File: src/rtl/ldm_stm_sequencer_if.sv
// Memory-side req/ack port of the LDM/STM sequencer.
// The sequencer is the master; the memory system is the slave.
interface ldm_stm_sequencer_if #(
  parameter int ADDR_W = 32,
  parameter int DATA_W = 32
) ();
  logic              mem_req;
  logic              mem_we;
  logic [ADDR_W-1:0] mem_addr;
  logic [DATA_W-1:0] mem_wdata;
  logic              mem_ack;
  logic [DATA_W-1:0] mem_rdata;

  modport master (
    output mem_req, mem_we, mem_addr, mem_wdata,
    input  mem_ack, mem_rdata
  );

  modport slave (
    input  mem_req, mem_we, mem_addr, mem_wdata,
    output mem_ack, mem_rdata
  );
endinterface

File: src/rtl/ldm_stm_sequencer.sv
// ARM7 LDM/STM block-transfer sequencer: walks the register list lowest-first,
// one word per req/ack beat, then strobes done and optional base writeback.
module ldm_stm_sequencer #(
  parameter int ADDR_W = 32,
  parameter int DATA_W = 32
) (
  input  logic                 clk,
  input  logic                 reset,
  input  logic                 start,
  input  logic [15:0]          reg_list,
  input  logic [ADDR_W-1:0]    base_addr,
  input  logic [3:0]           base_idx,
  input  logic                 up,
  input  logic                 pre,
  input  logic                 load,
  input  logic                 wb,
  output logic                 busy,
  output logic                 done,
  ldm_stm_sequencer_if.master  mem,
  output logic [3:0]           rf_rd_idx,
  input  logic [DATA_W-1:0]    rf_rd_data,
  output logic                 rf_we,
  output logic [3:0]           rf_wr_idx,
  output logic [DATA_W-1:0]    rf_wr_data,
  output logic                 base_wb_en,
  output logic [ADDR_W-1:0]    base_wb_data
);

  typedef enum logic [1:0] {
    IDLE = 2'd0,
    CALC = 2'd1,
    XFER = 2'd2,
    WB   = 2'd3
  } state_t;

  state_t            state_q, state_d;
  logic [15:0]       list_q, list_d;
  logic [15:0]       rem_q, rem_d;
  logic [ADDR_W-1:0] base_q, base_d;
  logic [3:0]        base_idx_q, base_idx_d;
  logic              up_q, up_d;
  logic              pre_q, pre_d;
  logic              load_q, load_d;
  logic              wb_q, wb_d;
  logic              empty_q, empty_d;
  logic [ADDR_W-1:0] addr_q, addr_d;
  logic [ADDR_W-1:0] nbase_q, nbase_d;

  logic [4:0]        cnt;
  logic [3:0]        cur_idx;
  logic              cur_found;
  logic [ADDR_W-1:0] offset;
  logic [15:0]       rem_next;

  always_ff @(posedge clk) begin
    if (reset) begin
      state_q    <= IDLE;
      list_q     <= '0;
      rem_q      <= '0;
      base_q     <= '0;
      base_idx_q <= '0;
      up_q       <= 1'b0;
      pre_q      <= 1'b0;
      load_q     <= 1'b0;
      wb_q       <= 1'b0;
      empty_q    <= 1'b0;
      addr_q     <= '0;
      nbase_q    <= '0;
    end else begin
      state_q    <= state_d;
      list_q     <= list_d;
      rem_q      <= rem_d;
      base_q     <= base_d;
      base_idx_q <= base_idx_d;
      up_q       <= up_d;
      pre_q      <= pre_d;
      load_q     <= load_d;
      wb_q       <= wb_d;
      empty_q    <= empty_d;
      addr_q     <= addr_d;
      nbase_q    <= nbase_d;
    end
  end

  always_comb begin
    cnt = '0;
    for (int unsigned i = 0; i < 16; i++) begin
      cnt = cnt + 5'(list_q[i]);
    end
  end

  always_comb begin
    cur_idx   = '0;
    cur_found = 1'b0;
    for (int unsigned i = 0; i < 16; i++) begin
      if (rem_q[i] && !cur_found) begin
        cur_idx   = 4'(i);
        cur_found = 1'b1;
      end
    end
  end

  // An empty list still transfers R15 but moves the base by 16 words.
  assign offset   = empty_q ? ADDR_W'(64) : ADDR_W'({cnt, 2'b00});
  assign rem_next = rem_q & (rem_q - 16'd1);

  always_comb begin
    state_d    = state_q;
    list_d     = list_q;
    rem_d      = rem_q;
    base_d     = base_q;
    base_idx_d = base_idx_q;
    up_d       = up_q;
    pre_d      = pre_q;
    load_d     = load_q;
    wb_d       = wb_q;
    empty_d    = empty_q;
    addr_d     = addr_q;
    nbase_d    = nbase_q;
    unique case (state_q)
      IDLE: begin
        if (start) begin
          list_d     = (reg_list == '0) ? 16'h8000 : reg_list;
          rem_d      = (reg_list == '0) ? 16'h8000 : reg_list;
          empty_d    = (reg_list == '0);
          base_d     = base_addr;
          base_idx_d = base_idx;
          up_d       = up;
          pre_d      = pre;
          load_d     = load;
          wb_d       = wb;
          state_d    = CALC;
        end
      end
      CALC: begin
        unique case ({up_q, pre_q})
          2'b10:   addr_d = base_q;
          2'b11:   addr_d = base_q + ADDR_W'(4);
          2'b00:   addr_d = base_q - offset + ADDR_W'(4);
          default: addr_d = base_q - offset;
        endcase
        nbase_d = up_q ? (base_q + offset) : (base_q - offset);
        state_d = XFER;
      end
      XFER: begin
        if (mem.mem_ack) begin
          rem_d  = rem_next;
          addr_d = addr_q + ADDR_W'(4);
          if (rem_next == '0) begin
            state_d = WB;
          end
        end
      end
      WB: begin
        state_d = IDLE;
      end
      default: state_d = IDLE;
    endcase
  end

  assign busy          = (state_q != IDLE);
  assign done          = (state_q == WB);
  assign mem.mem_req   = (state_q == XFER);
  assign mem.mem_we    = (state_q == XFER) & ~load_q;
  assign mem.mem_addr  = addr_q;
  assign mem.mem_wdata = rf_rd_data;
  assign rf_rd_idx     = cur_idx;
  // Suppressed under reset so an abandoned transfer never touches the register file.
  assign rf_we         = (state_q == XFER) & mem.mem_ack & load_q & ~reset;
  assign rf_wr_idx     = cur_idx;
  assign rf_wr_data    = mem.mem_rdata;
  assign base_wb_en    = (state_q == WB) & wb_q & ~(load_q & list_q[base_idx_q]);
  assign base_wb_data  = nbase_q;

endmodule

File: src/flat_wrapper.sv
// flat-port wrapper written by rule: the top's interface ports become plain ports
module ldm_stm_sequencer_flat 
#(
  parameter int ADDR_W = 32,
  parameter int DATA_W = 32
)
  (clk, reset, start, reg_list, base_addr, base_idx, up, pre, load, wb, busy, done, rf_rd_idx, rf_rd_data, rf_we, rf_wr_idx, rf_wr_data, base_wb_en, base_wb_data, mem_mem_req, mem_mem_we, mem_mem_addr, mem_mem_wdata, mem_mem_ack, mem_mem_rdata);
  ldm_stm_sequencer_if #(.ADDR_W(ADDR_W), .DATA_W(DATA_W)) mem_i ();
  input  logic clk;
  input  logic reset;
  input  logic start;
  input  logic [15:0] reg_list;
  input  logic [ADDR_W-1:0] base_addr;
  input  logic [3:0] base_idx;
  input  logic up;
  input  logic pre;
  input  logic load;
  input  logic wb;
  output logic busy;
  output logic done;
  output logic [3:0] rf_rd_idx;
  input  logic [DATA_W-1:0] rf_rd_data;
  output logic rf_we;
  output logic [3:0] rf_wr_idx;
  output logic [DATA_W-1:0] rf_wr_data;
  output logic base_wb_en;
  output logic [ADDR_W-1:0] base_wb_data;
  output wire logic [$bits(mem_i.mem_req)-1:0] mem_mem_req;
  output wire logic [$bits(mem_i.mem_we)-1:0] mem_mem_we;
  output wire logic [$bits(mem_i.mem_addr)-1:0] mem_mem_addr;
  output wire logic [$bits(mem_i.mem_wdata)-1:0] mem_mem_wdata;
  input wire logic [$bits(mem_i.mem_ack)-1:0] mem_mem_ack;
  input wire logic [$bits(mem_i.mem_rdata)-1:0] mem_mem_rdata;
  assign mem_mem_req = mem_i.mem_req;
  assign mem_mem_we = mem_i.mem_we;
  assign mem_mem_addr = mem_i.mem_addr;
  assign mem_mem_wdata = mem_i.mem_wdata;
  assign mem_i.mem_ack = mem_mem_ack;
  assign mem_i.mem_rdata = mem_mem_rdata;
  ldm_stm_sequencer #(.ADDR_W(ADDR_W), .DATA_W(DATA_W)) u_core (.clk(clk), .reset(reset), .start(start), .reg_list(reg_list), .base_addr(base_addr), .base_idx(base_idx), .up(up), .pre(pre), .load(load), .wb(wb), .busy(busy), .done(done), .mem(mem_i), .rf_rd_idx(rf_rd_idx), .rf_rd_data(rf_rd_data), .rf_we(rf_we), .rf_wr_idx(rf_wr_idx), .rf_wr_data(rf_wr_data), .base_wb_en(base_wb_en), .base_wb_data(base_wb_data));
endmodule
File: config.mk
export PLATFORM = sky130hd
export DESIGN_NAME = ldm_stm_sequencer_flat
export DESIGN_NICKNAME = d
export VERILOG_FILES = /design/src/rtl/ldm_stm_sequencer_if.sv /design/src/rtl/ldm_stm_sequencer.sv /design/src/flat_wrapper.sv
export SDC_FILE = /design/constraint.sdc
export NUM_CORES = 1
export LEC_CHECK = 0
export CORE_MARGIN = 1
export CORE_UTILIZATION = 55
export DETAILED_ROUTE_END_ITERATION = 8
export PLACE_DENSITY = 0.89
export SKIP_CTS_REPAIR_TIMING = 1
export SLEW_MARGIN = 20
export SYNTH_ARGS = -nofsm -noshare
export SYNTH_HDL_FRONTEND = slang
export SYNTH_SLANG_ARGS = --single-unit
File: constraint.sdc
create_clock -name clk -period 19.95 [get_ports clk]
set_input_delay 5.985 -clock clk [delete_from_list [all_inputs] [get_ports clk]]
set_output_delay 5.985 -clock clk [all_outputs]
set_load 0.02 [all_outputs]
=== Word level (Yosys, flattened, before mapping) ===
Cells that the tools add are included.

* Register bits: 139
* Input port bits: 124

* Add/sub/neg operators: 21
* Order comparisons: 1
* Equality and inequality tests: 8
* Mux-type cells: 45
* Bitwise logic cells: 11
* Reductions and logical operators: 41

{| class="wikitable"
|+ Operator list
! kind !! number
|-
| adder 32 x 3 -> 32 bit (second input constant) || 3
|-
| one-hot mux 32 bit (3 select lines) || 1
|-
| adder 5 x 1 -> 5 bit || 14
|-
| 2-to-1 mux 32 bit || 2
|-
| one-hot mux 32 bit (2 select lines) || 1
|-
| 2-to-1 mux 16 bit || 3
|-
| adder 32 bit || 1
|-
| logical NOT 16 bit || 2
|-
| 2-to-1 mux 4 bit || 8
|-
| one-hot mux 16 bit (2 select lines) || 1
|-
| subtractor 32 bit || 1
|-
| 2-to-1 mux 1 bit || 17
|-
| AND 16 bit || 1
|-
| subtractor 16 x 1 -> 16 bit (second input constant) || 1
|-
| logical AND 1 bit || 15
|-
| logical NOT 1 bit || 15
|-
| 2-to-1 mux 3 bit || 4
|-
| 2-to-1 mux 2 bit || 5
|-
| equality test 2 bit (second input constant) || 4
|-
| one-hot mux 2 bit (4 select lines) || 1
|-
| AND 1 bit || 7
|-
| 2-to-1 mux 7 bit || 1
|-
| AND reduction 3 bit || 2
|-
| nonzero test 2 bit || 3
|-
| 9 further kinds || 14
|}

=== Longest topological paths before layout ===
Gate-level depths: netlist (run 1).

* Depth in word-level cells: 46
* Depth in mapped cells: 25

=== Worst setup path after synthesis (run 1) ===
OpenSTA, ideal clock, no wires.

* Path type: input to output
* Start: input port mem_mem_ack
* End: output port rf_we
* Arrival: 6.920 ns
* Data required time: 13.965 ns
* Path slack: 7.045 ns
* Cell stages on the path: 3
* Path buffers: 1
* Cell sequence: clkbuf_1 > nand2_1 > nor3b_1

* Longest elaborated chain between the ends: 3

{| class="wikitable"
|+ Ends and longest elaborated chain
! element !! line !! text
|-
| start: declaration || flat_wrapper.sv:32 || <nowiki>input wire logic [$bits(mem_i.mem_ack)-1:0] mem_mem_ack;</nowiki>
|-
| AND 1 bit (3 in a row) || ldm_stm_sequencer.sv:169 || <nowiki>assign rf_we = (state_q == XFER) & mem.mem_ack & load_q & ~reset;</nowiki>
|-
| end: declaration || flat_wrapper.sv:23 || <nowiki>output logic rf_we;</nowiki>
|}

Every way passes these cells.

=== Worst setup path after layout (run 1) ===
Same ends and word-level chain as after synthesis.

==> results of run 1 <==
==> state kept, by name (all words and copies together) (netlist names) <==
name and cells:
u_core.base_q 32, u_core.base_wb_data 32, u_core.mem.mem_addr 32, u_core.list_q 16, u_core.rem_q 16, u_core.base_idx_q 4
u_core.state_q 2, u_core.empty_q 1, u_core.load_q 1, u_core.pre_q 1, u_core.up_q 1, u_core.wb_q 1
==> routing by layer <==
| layer | track usage (%) | up-vias | wire length [µm] |
|---|---|---|---|
| met5 | 0 | - | 0 |
| met2 | 54.9 | 688 | 16000 |
| met4 | 24.1 | 0 | 2180 |
| li1 | - | 5324 | - |
| met3 | 6.77 | 129 | 3220 |
| met1 | 44.4 | 5307 | 14100 |
==> stage by stage <==
step	util, %	area, µm²	cells	total power [mW]	setup WS [ns]
floorplan	-	11000	1525	1.59	7.04
CTS	63.8	12400	1798	2.38	6.06
detailed placement	60.7	11900	1766	2.04	6.07
global placement	60.7	11900	1766	2.00	6.07
finish	63.8	12400	1798	2.42	6.06
global route	63.8	12400	1798	2.58	5.96
==> logic make-up after synthesis <==
group | count (synthesis)
flops | 139
simple gates | 605
compound gates | 388
mux | 38
fa+ha+maj | 41
xor+xnor | 82
buf+inv | 232
==> power by group through the flow <==
stage,sequential [mW],combinational (mW),clock (mW)
6_report,0.439,1.65,0.326
3_5_place_dp,0.442,1.60,0
5_1_grt,0.449,1.79,0.341
4_1_cts,0.436,1.62,0.326
3_3_place_gp,0.440,1.56,0
2_1_floorplan,0.444,1.15,0
==> final timing paths <==
| path | startpoint | endpoint | slack, ns | depth (start not counted) |
|---|---|---|---|---|
| max | mem_mem_ack | rf_we | 6.06 | 4 |
| min | u_core.wb_q | u_core.wb_q | 0.46 | 2 |
| max reg2reg | u_core.list_q[0] | u_core.mem.mem_addr[24] | 11.86 | 19 |
| min reg2reg | u_core.wb_q | u_core.wb_q | 0.46 | 2 |
==> Yosys cell counts (20+ instances only) <==
master    number
nor4_1        31
buf_4         68
nand2_1      213
clkbuf_1      89
or3_1         20
a21oi_1      143
nand3_1       48
inv_1         55
dfxtp_1      139
ha_1          25
xor2_1        30
o21ai_0       72
a31oi_1       26
xnor2_1       52
mux2i_1       32
nor3_1        45
nor2_1       135
==> area by class of cell <==
type	count	area [µm²]
clock buffer	19	443
clock inverter	13	154
fill	1736	7080
inverter	58	218
multi-input combinational	1154	7050
sequential	139	2780
tap	265	332
timing repair buffer	150	1470
==> worst max-delay path: stages <==
cell and delay (ns):
clkdlybuf4s50_1 0.76, nand2_1 0.25, nor3b_1 0.26, clkdlybuf4s50_1 0.65
==> flow_summary.yaml, run 1 <==
cts:
  root_buffer: "clkbuf_16"
  cts_tree: "done"
  clkTransAtPathRegs_ns: 0.06
  h-tree-depth: 4
  cts.path.max_buffers: 2
  clk_latency_ns: 0.44
  cts_buffers: 17
  clock_sinks: 139
critical_path:
  critPathMaxFanout: 12
  critPathLaunchType: "input pin"
  path_class: "in2out"
  critPathRequiredTime_ns: 13.96
  crit_arrival_ns: 7.91
  critPathCaptureType: "primary output"
outcome:
  status: "finished with violations"
  violations: "design-rule violations"
yosys:
  synth_edf_count: 0
  synth_area_um2: 11000
  synth_nets: 1686
  ys_async_sr_fraction_pct: 0
  ys_seq_area_share_pct: 25.4
  synth_cell_type_count: 70
  yosysTopAreaCell: "dfxtp_1"
  syn_avg_cell_area_um2: 7.19
  synth_cells: 1525
  synthTopCellsByArea: "dfxtp_1 25%, nand2_1 7.3%, a21oi_1 6.5%, buf_4 4.7%, nor2_1 4.6%"
  synth_top_area_share_pct: 25.4
  synthMuxAreaShare_pct: 4.05
  synth_fa_ha_area_share_pct: 5.41
  synth_compound_area_share_pct: 22.0
  ys.flop_type: "dfxtp_1"
  yosys.area_share.simple_pct: 26.2
  synth_seq_cells: 139
  synth_xor_area_share_pct: 6.55
  synth_top_family_by_area: "simple AND/OR/NAND/NOR gates"
  synth_warnings: 0
placement:
  port-buffer-count: 137
  dp.final_hpwl_um: 25600
  gp_congestion: 1.02
floorplanning:
  die-area_um2: 20500
  core_area_um2: 19500
  start_util_pct: 56.1
  die_w_um: 143
  pin_count: 266
  dieHeight_um: 143
  fp-row-count: 51
finish:
  layout.nets: 1681
  drive_gt1_share_pct: 4.89
  synthToLayoutAreaGrowth_pct: 13.6
  diodes: 0
  final_common_cell: "nand2_1"
  layout_common_cells: "212 x nand2_1, 143 x a21oi_1, 139 x dfxtp_1, 136 x clkdlybuf4s50_1, 135 x nor2_1"
detailed_routing:
  drc: 4
  vias: 11400
  wl_per_cell_um: 19.8
  drtPass1Iterations: 8
  totalWireLength_um: 35500
  via_per_inst: 6.37
  drtAntennaViolNets: 0
  drt_iter0_markers: 1194
sta:
  post-route-period-util_pct: 69.6
  whs_ns: 0.459
  fmax_mhz: 72.0
  relSlewSlack_pct: 24.0
  finalSetupTns_ns: 0
  grt_setup_unrepaired: "false"
  maxSlewViolCount: 0
  min_period_ns: 13.89
  hold_viol: 0
  tightestPinTransition_ns: 1.13
  finClkSkew_ns: 0.0121
  setup-violations-final: 0
global_routing:
  grt-ovfl-total: 0
  grt_start_max_net_pins: 77
  grt_pass1_vias: 10700
  grt_pass1_wl_um: 55700
  grt_use_total_pct: 35.4
  antenna_found_initial: 0
hold_path:
  min_path_type: "reg2reg"
power:
  power_frac_comb_pct: 68.3
  powerDensity_nw_per_um2: 194
  switching_share_pct: 51.4
  intPower_mw: 1.17
  sequentialPowerShare_pct: 18.2
  p_clk_share_pct: 13.5
  vdd_drop_max_uv: 118
  switchingPower_mw: 1.24
  p_leak_nw: 4.47
flow_run:
  cap_viol_max_count: 0
Power figures use the tool's default switching activity.
==> run 2, diff against run 1 <==
--- a/config.mk
+++ b/config.mk
@@ -6,9 +6,9 @@
 export NUM_CORES = 1
 export LEC_CHECK = 0
 export CORE_MARGIN = 1
-export CORE_UTILIZATION = 55
+export CORE_UTILIZATION = 51
 export DETAILED_ROUTE_END_ITERATION = 8
-export PLACE_DENSITY = 0.89
+export PLACE_DENSITY = 0.84
 export SKIP_CTS_REPAIR_TIMING = 1
 export SLEW_MARGIN = 20
 export SYNTH_ARGS = -nofsm -noshare
==> constraint.sdc (replaced) <==
create_clock -name clk -period 13.36 [get_ports clk]
set_input_delay 4.008 -clock clk [delete_from_list [all_inputs] [get_ports clk]]
set_output_delay 4.008 -clock clk [all_outputs]
set_load 0.02 [all_outputs]
==> flow_summary.yaml, run 2 (synthesis gave the netlist of run 1 again) <==
outcome:
  status: "complete, no violations"
critical_path:
  critPathMaxFanout: 12
  crit_family: "buffers and inverters"
  crit_end: "rf_we"
  path_class: "in2out"
  reg2reg_depth: 22
  crit_top_cell: "clkdlybuf4s50_1"
  path_cells: "clkdlybuf4s50_1 -> nand2_1 -> nor3b_1 -> clkdlybuf4s50_1"
  critPathCaptureType: "primary output"
  reg2reg_from: "u_core.list_q[0]"
  crit_arrival_ns: 6.06
  path_depth: 4
  reg2reg_to: "u_core.mem.mem_addr[24]"
  critPathRequiredTime_ns: 9.35
  cp_num_buf_inv: 2
  reg2reg_slack_ns: 5.78
  crit_slowest_cell: "clkdlybuf4s50_1"
  critPathLaunchType: "input pin"
  critPathMaxStageDelay_ns: 0.80
  startpoint: "mem_mem_ack"
sta:
  grt_setup_unrepaired: "false"
  min_period_ns: 10.07
  setup-violations-final: 0
  finalSetupTns_ns: 0
  post-route-period-util_pct: 75.4
  maxSlewViolCount: 0
  relSlewSlack_pct: 29.2
  tightestPinTransition_ns: 1.06
  hold_viol: 0
  fmax_mhz: 99.3
  finClkSkew_ns: 0.0129
detailed_routing:
  via_per_inst: 6.37
  drc: 0
  totalWireLength_um: 36100
  vias: 11500
  drtAntennaViolNets: 0
  drt_iter0_markers: 1175
  wl_per_cell_um: 19.9
  drtPass1Iterations: 5
finish:
  final_common_cell: "nand2_1"
  layout.nets: 1682
  drive_gt1_share_pct: 5.02
  fillers: 1944
  diodes: 0
  layout_common_cells: "212 x nand2_1, 143 x a21oi_1, 139 x dfxtp_1, 136 x clkdlybuf4s50_1, 135 x nor2_1"
  synthToLayoutAreaGrowth_pct: 13.5
  final_cells: 1809
power:
  powerDensity_nw_per_um2: 289
  vdd_drop_max_uv: 199
  p_leak_nw: 4.46
  p_total_mw: 3.60
floorplanning:
  fp-row-count: 53
  die_w_um: 149
  die-area_um2: 22100
  dieHeight_um: 149
  start_util_pct: 52.1
  core_area_um2: 21000
  pin_count: 266
global_routing:
  grt_pass1_wl_um: 56500
  grt_start_max_net_pins: 94
  grt_use_total_pct: 32.8
  antenna_found_initial: 0
  grt_pass1_vias: 10600
  grt-ovfl-total: 0
placement:
  dp.final_hpwl_um: 25700
  port-buffer-count: 137
  place_inst: 1777
  gp_congestion: 1.00
cts:
  clock_sinks: 139
  cts_buffers: 17
  cts.path.max_buffers: 2
  cts_tree: "done"
  clk_latency_ns: 0.45
  root_buffer: "clkbuf_16"
  clkTransAtPathRegs_ns: 0.07
  h-tree-depth: 4
flow_run:
  cap_viol_max_count: 0
hold_path:
  min_path_type: "reg2reg"
-- run 2: cell count changes in the layout (fill, tap and decap cells not counted) --
cell / change
bufinv_16: -2
clkinv_4: +2
clkbuf_1: -1
inv_8: +3
inv_6: -2
buf_4: +1
-- run 2: worst min path at each step --
stage,start,endpoint,cells after the start
after floorplan,u_core.wb_q,u_core.wb_q,2
final,u_core.wb_q,u_core.wb_q,2
after global placement,u_core.wb_q,u_core.wb_q,2
after global routing,u_core.base_q[0],u_core.base_q[0],2
after detailed placement,u_core.wb_q,u_core.wb_q,2
after CTS,u_core.wb_q,u_core.wb_q,2
-- run 2: per-stage QoR --
step / worst slack [ns] / utilization, % / instance area (µm²) / hold slack, ns
6_report: 3.29 / 59.2 / 12400 / 0.467
3_5_place_dp: 3.37 / 56.5 / 11900 / 0.454
4_1_cts: 3.35 / 59.2 / 12400 / 0.464
2_1_floorplan: 4.41 / - / 11000 / 0.437
3_3_place_gp: 3.32 / 56.5 / 11900 / 0.445
5_1_grt: 3.18 / 59.2 / 12400 / 0.487
-- run 2: layout make-up --
type	count	area, µm²	area share, %
Multi-Input combinational cell	1154	7050	56.7
Sequential cell	139	2780	22.4
Timing Repair Buffer	151	1470	11.8
Clock buffer	18	439	3.53
Tap cell	275	344	2.77
Inverter	58	218	1.75
Clock inverter	14	128	1.03
-- run 2: routing by layer --
layer	wire length [µm]	vias up	track usage [%]
met1	14800	5449	42.5
met4	1710	0	18.3
li1	-	5315	-
met5	0	-	0
met2	16300	630	51.0
met3	3260	121	6.13
-- run 2: power by group --
| group | internal, mW | switching [mW] | leakage (nW) |
|---|---|---|---|
| Sequential | 0.517 | 0.140 | 1.14 |
| Clock | 0.250 | 0.216 | 0.273 |
| Combinational | 0.960 | 1.52 | 3.05 |
| Total | 1.73 | 1.87 | 4.46 |
-- run 2: tightest hold or removal path: stages (launching register included) --
cell,delay (ns)
dfxtp_1,0.32
nand2_1,0.05
a21oi_1,0.05
